<file path="config.mk">
export PLATFORM = sky130hd
export DESIGN_NAME = fp_convert_ctrl
export DESIGN_NICKNAME = d
export VERILOG_FILES = /design/src/rtl/fp_convert_ctrl.sv
export SDC_FILE = /design/constraint.sdc
export NUM_CORES = 1
export LEC_CHECK = 0
export ABC_AREA = 1
export BUFFER_PORTS_ARGS = -buffer_cell sky130_fd_sc_hd__clkbuf_2
export CAP_MARGIN = 10
export CELL_PAD_IN_SITES_DETAIL_PLACEMENT = 0
export CELL_PAD_IN_SITES_GLOBAL_PLACEMENT = 1
export CORE_MARGIN = 5
export CORE_UTILIZATION = 39
export CTS_BUF_LIST = sky130_fd_sc_hd__clkbuf_8
export CTS_CLUSTER_DIAMETER = 120
export CTS_CLUSTER_SIZE = 20
export DETAILED_ROUTE_END_ITERATION = 7
export HOLD_SLACK_MARGIN = 0.15
export PLACE_DENSITY_LB_ADDON = 0.3
export SLEW_MARGIN = 20
export SYNTH_ARGS = -nofsm -noshare
export SYNTH_HDL_FRONTEND = slang
export SYNTH_SLANG_ARGS = --single-unit
export TNS_END_PERCENT = 100
</file>
<file path="constraint.sdc">
create_clock -name clk -period 1.4 [get_ports clk]
set_input_delay 0.14 -clock clk [delete_from_list [all_inputs] [get_ports clk]]
set_output_delay 0.14 -clock clk [all_outputs]
set_load 0.01 [all_outputs]
</file>
<file path="src/rtl/fp_convert_ctrl.sv">
// 12-bit two's-complement to {S,E[2:0],F[3:0]} float converter, one normalise shift per clock.
// Optional macro FPCTRL_ROUND_EN: round half up on the first dropped bit; undefined = truncate.
module fp_convert_ctrl #(
    parameter bit HOLD_OUTPUT = 1'b1
) (
    input  logic        clk,
    input  logic        rst_n,
    input  logic        in_valid,
    output logic        in_ready,
    input  logic [11:0] D,
    output logic        out_valid,
    input  logic        out_ready,
    output logic        S,
    output logic [2:0]  E,
    output logic [3:0]  F,
    output logic        busy
);

    typedef enum logic [2:0] {
        IDLE  = 3'd0,
        ABS   = 3'd1,
        NORM  = 3'd2,
        ROUND = 3'd3,
        DONE  = 3'd4
    } state_t;

    state_t      r_state;
    state_t      w_next;

    logic [11:0] r_d;
    logic [11:0] r_m;
    logic [2:0]  r_ecnt;
    logic        r_sat;
    logic        r_s;
    logic [2:0]  r_e;
    logic [3:0]  r_f;
    logic        r_out_valid;

    logic        w_accept;
    logic        w_shift;
    logic        w_hs;
    logic [2:0]  w_e;
    logic [3:0]  w_f;
    logic [3:0]  w_fraw;

    assign w_accept = (r_state == IDLE) && in_valid;
    assign w_shift  = !r_sat && !r_m[10] && (r_ecnt != 3'd0);
    assign w_hs     = (r_state == DONE) && r_out_valid && out_ready;
    assign w_fraw   = r_m[10:7];

    always_ff @(posedge clk or negedge rst_n) begin
        if (!rst_n) begin
            r_state <= IDLE;
        end else begin
            r_state <= w_next;
        end
    end

    always_comb begin
        w_next = r_state;
        case (r_state)
            IDLE:    if (in_valid) w_next = ABS;
            ABS:     w_next = NORM;
            NORM:    if (!w_shift) w_next = ROUND;
            ROUND:   w_next = DONE;
            DONE:    if (w_hs) w_next = IDLE;
            default: w_next = IDLE;
        endcase
    end

`ifdef FPCTRL_ROUND_EN
    logic [4:0] w_sum;
    assign w_sum = {1'b0, w_fraw} + {4'd0, r_m[6]};

    always_comb begin
        w_e = r_ecnt;
        w_f = w_sum[3:0];
        if (w_sum[4]) begin
            // significand carried out: renormalise, or saturate if E overflows
            if (r_ecnt == 3'd7) begin
                w_e = 3'd7;
                w_f = 4'd15;
            end else begin
                w_e = r_ecnt + 3'd1;
                w_f = 4'd8;
            end
        end
        if (r_sat) begin
            w_e = 3'd7;
            w_f = 4'd15;
        end
    end
`else
    always_comb begin
        w_e = r_ecnt;
        w_f = w_fraw;
        if (r_sat) begin
            w_e = 3'd7;
            w_f = 4'd15;
        end
    end
`endif

    always_ff @(posedge clk or negedge rst_n) begin
        if (!rst_n) begin
            r_d         <= 12'd0;
            r_m         <= 12'd0;
            r_ecnt      <= 3'd0;
            r_sat       <= 1'b0;
            r_s         <= 1'b0;
            r_e         <= 3'd0;
            r_f         <= 4'd0;
            r_out_valid <= 1'b0;
        end else begin
            case (r_state)
                IDLE: begin
                    if (w_accept) begin
                        r_d <= D;
                        r_s <= D[11];
                    end
                end
                ABS: begin
                    r_m    <= r_d[11] ? (~r_d + 12'd1) : r_d;
                    r_ecnt <= 3'd7;
                    r_sat  <= (r_d == 12'h800);
                end
                NORM: begin
                    if (w_shift) begin
                        r_m    <= r_m << 1;
                        r_ecnt <= r_ecnt - 3'd1;
                    end
                end
                ROUND: begin
                    r_e <= w_e;
                    r_f <= w_f;
                end
                DONE: begin
                    // result registers settle first, valid is published one clock later
                    if (!r_out_valid) begin
                        r_out_valid <= 1'b1;
                    end else if (out_ready) begin
                        r_out_valid <= 1'b0;
                        if (!HOLD_OUTPUT) begin
                            r_s <= 1'b0;
                            r_e <= 3'd0;
                            r_f <= 4'd0;
                        end
                    end
                end
                default: ;
            endcase
        end
    end

    assign in_ready  = (r_state == IDLE);
    assign busy      = (r_state != IDLE);
    assign out_valid = r_out_valid;
    assign S         = r_s;
    assign E         = r_e;
    assign F         = r_f;

endmodule

</file>
==> reports/qor.csv <==
stage,metric,value,unit
status,status,finished clean,
die,effective utilization at floorplan,39.9,%
critical_path,worst r2r dst,r_m[4]$_DFFE_PN0P_,
critical_path,WP data required,1.26,ns
sta,clock skew,0.00814,ns
clocking,htree depth,2,
grt,first-pass GRT wire length,7040,um
power,total chip power,6480,uW
synth,synthesized area,1870,um2
power,power density over cell area,2420,nW/um2
sta,worst-margin pin slew,0.479,ns
synth,"FF+latch count, synth",38,
route,Via density,4.66,
layout,antenna cells,0,
min_path,worst hold path startpoint,in_valid,
layout,number of fill cells in the layout,412,
sta,Slew HR,68.1,%
synth,distinct cell type count after synthesis,22,
synth,"EDFF count, synth",0,
place,hpwl dp,2880,um
die,Rows,25,
grt,GRT Util Overall,14.2,%
sta,RSZ-0062 raised after global routing,yes,
synth,Synth Flop Type,dfrtp_1,
grt,initial antenna violation count,0,
critical_path,reg2reg setup slack,0.03,ns
place,DP Area,2220,um2
synth,"Avg Cell Area, Syn",7.99,um2
route,Antenna Violating Nets Remaining,0,
clocking,Root Driver,clkbuf_8,
sta,Fin. Hold Viols,0,
clocking,CTS tree,yes,
critical_path,Worst R2R Path Depth,9,
synth,instance count of the mapped netlist,234,
synth,top-area cell type share of the netlist area,50.8,%
synth,post-synthesis sequential area ratio,50.8,%
synth,Synth area leader,dfrtp_1,
synth,most common cell in the netlist,nand2_1,
layout,post-route cell area,2680,um2
synth,Syn. warnings,0,
sta,setup slack after layout,0.0102,ns
sta,fmax,720,MHz
layout,share of cells above drive strength 1,32.5,%
min_path,hold endpoint,r_state[0]$_DFFE_PN0P_,
power,Pleak,0.00133,uW
grt,vias in the first global route,1536,
critical_path,CP Capture Type,output pin,
clocking,latest clock arrival within the worst-skew pair,0.29,ns
place,PortBufs,26,
clocking,Num CTS Buffers,5,
clocking,CTS Sinks,38,
route,drt pass-1 iters,5,
sta,Final period util,99.3,%
synth,synthesized net count,253,
die,die width,79.3,um
critical_path,FF-to-FF Start,r_state[2]$_DFFE_PN0P_,
synth,Commonest cells post-synth,"57 x nand2_1, 38 x dfrtp_1, 35 x nor2_1, 25 x inv_1, 17 x a21oi_1",
route,1st-iter DRT viols,43,
critical_path,arrival time worst endpoint,1.25,ns
die,Core Footprint,4690,um2
place,Place WS,-0.0997,ns
min_path,Hold Path Cell Cnt,3,
critical_path,Setup CP Type,reg -> out,
sta,Final setup viols,0,
critical_path,CP max FO,3,
critical_path,CP Launch Type,register,
layout,fin nets,320,
sta,"Slew Viols, Final",0,
sta,TNS Setup,0,ns
run,Max Cap Viol,0,
synth,async set-reset flop share out of synthesis,100,%
sta,Final min period,1.39,ns
layout,"Area growth, synth to finish",43.1,%
route,via count,1660,
die,Die Y,79.3,um
place,routability congestion estimate,0.725,
power,VDD IR max,1400,uV
synth,Synth area leaders,"dfrtp_1 51%, nand2_1 11%, nor2_1 7.0%, inv_1 5.0%, a21oi_1 4.5%",
grt,largest net degree at the start of global routing,23,
clocking,clk buf depth,2,
route,DR WL/cell,11.4,um
route,routed wire length,4050,um
clocking,clk slew on worst S/H paths,0.08,ns
route,drc violations,0,
grt,Overflow after GRT,0,
min_path,worst hold path type,in -> reg,
die,Die ar.,6280,um2
die,I/O Pins,27,
## placed cells by master, fill, tap and decap left out, types with 3 or more instances in the layout
cell and n:
nand2_1 52, dfrtp_1 38, nor2_1 29, clkbuf_2 24
buf_4 20, inv_1 18, a21oi_1 14, dlygate4sd3_1 14
nand3_1 11, o21ai_0 9, inv_2 7, a31oi_1 7
buf_6 7, o21ai_1 6, nor2_2 5, clkbuf_8 5
nor2_4 3, nand2_2 3, mux2_2 3, a21oi_2 3
ha_4 3
## state kept, by name, summed over array words and instances (netlist names)
signal	flops
r_state	3
r_sat	1
out_valid	1
F	4
r_m	11
r_d	12
E	3
r_ecnt	3
## through the flow
step	hold WS, ns	cells	utilization [%]
floorplan	-0.156	234	-
CTS	0.184	355	54.1
finish	0.196	356	57.1
detailed placement	0.121	331	47.4
global placement	0.119	331	47.4
global route	0.229	356	57.1
## power by group
part | switching [uW] | total (uW) | internal [uW]
logic | 1850 | 3410 | 1560
registers | 343 | 1950 | 1610
clock network | 412 | 1130 | 714
total | 2600 | 6480 | 3880
## critical path: stages, from the launching register on
cell	delay [ns]
dfrtp_1	0.40
nor2_2	0.12
inv_2	0.07
nor2_4	0.13
buf_6	0.11
inv_4	0.03
buf_6	0.10
## worst max path at each step
stage                                       from                 end  slack, ns  cells after the start
final                     r_state[2]$_DFFE_PN0P_                busy       0.01                      6
after global placement     r_ecnt[0]$_DFFE_PN0P_  r_m[2]$_DFFE_PN0P_      -0.08                      8
after global routing      r_state[2]$_DFFE_PN0P_  r_m[4]$_DFFE_PN0P_      -0.07                      9
after CTS                  r_ecnt[1]$_DFFE_PN0P_  r_m[8]$_DFFE_PN0P_      -0.01                      9
after floorplan            r_ecnt[0]$_DFFE_PN0P_  r_m[2]$_DFFE_PN0P_       0.01                      8
after detailed placement   r_ecnt[0]$_DFFE_PN0P_  r_m[2]$_DFFE_PN0P_       -0.1                      8
## metal layers
layer  share of wire [%]  up-vias  wire length (um)  global-route usage (%)
met3                 5.3        7               213                    3.51
met1                  50      728              2020                    18.5
li1                    -      890                 -                       -
met4                 1.2        0                50                    4.12
met5                   0        -                 0                       0
met2                  44       35              1770                    23.5
## cells by family (layout without fill, tap and decap cells)
kind of cell / count (synthesis) / in the layout / synth area share (%)
and+or+nand+nor: 111 / 111 / 24.1
AOI/OAI and AO/OA: 45 / 45 / 13.8
DFF: 38 / 38 / 50.8
buffers and inverters: 34 / 102 / 7.49
adders and majority gates: 3 / 3 / 2.01
muxes: 3 / 3 / 1.81
## timing repair
action,in CTS,in global routing
hold endpoints to repair,29,0
endpoints found under the setup margin,12,28
hold buffers,14,0
pin swaps,2,11
buffers inserted,2,2
resized for setup,6,41
## layout make-up
type / instances / area (um2) / area share [%]
inverter: 27 / 108 / 4.02
tap: 54 / 67.6 / 2.52
multi-input combinational: 162 / 900 / 33.6
timing repair buffer: 67 / 514 / 19.2
sequential: 38 / 951 / 35.5
clock buffer: 5 / 68.8 / 2.57
clock inverter: 3 / 68.8 / 2.57
(Power assumes the default switching activity.)
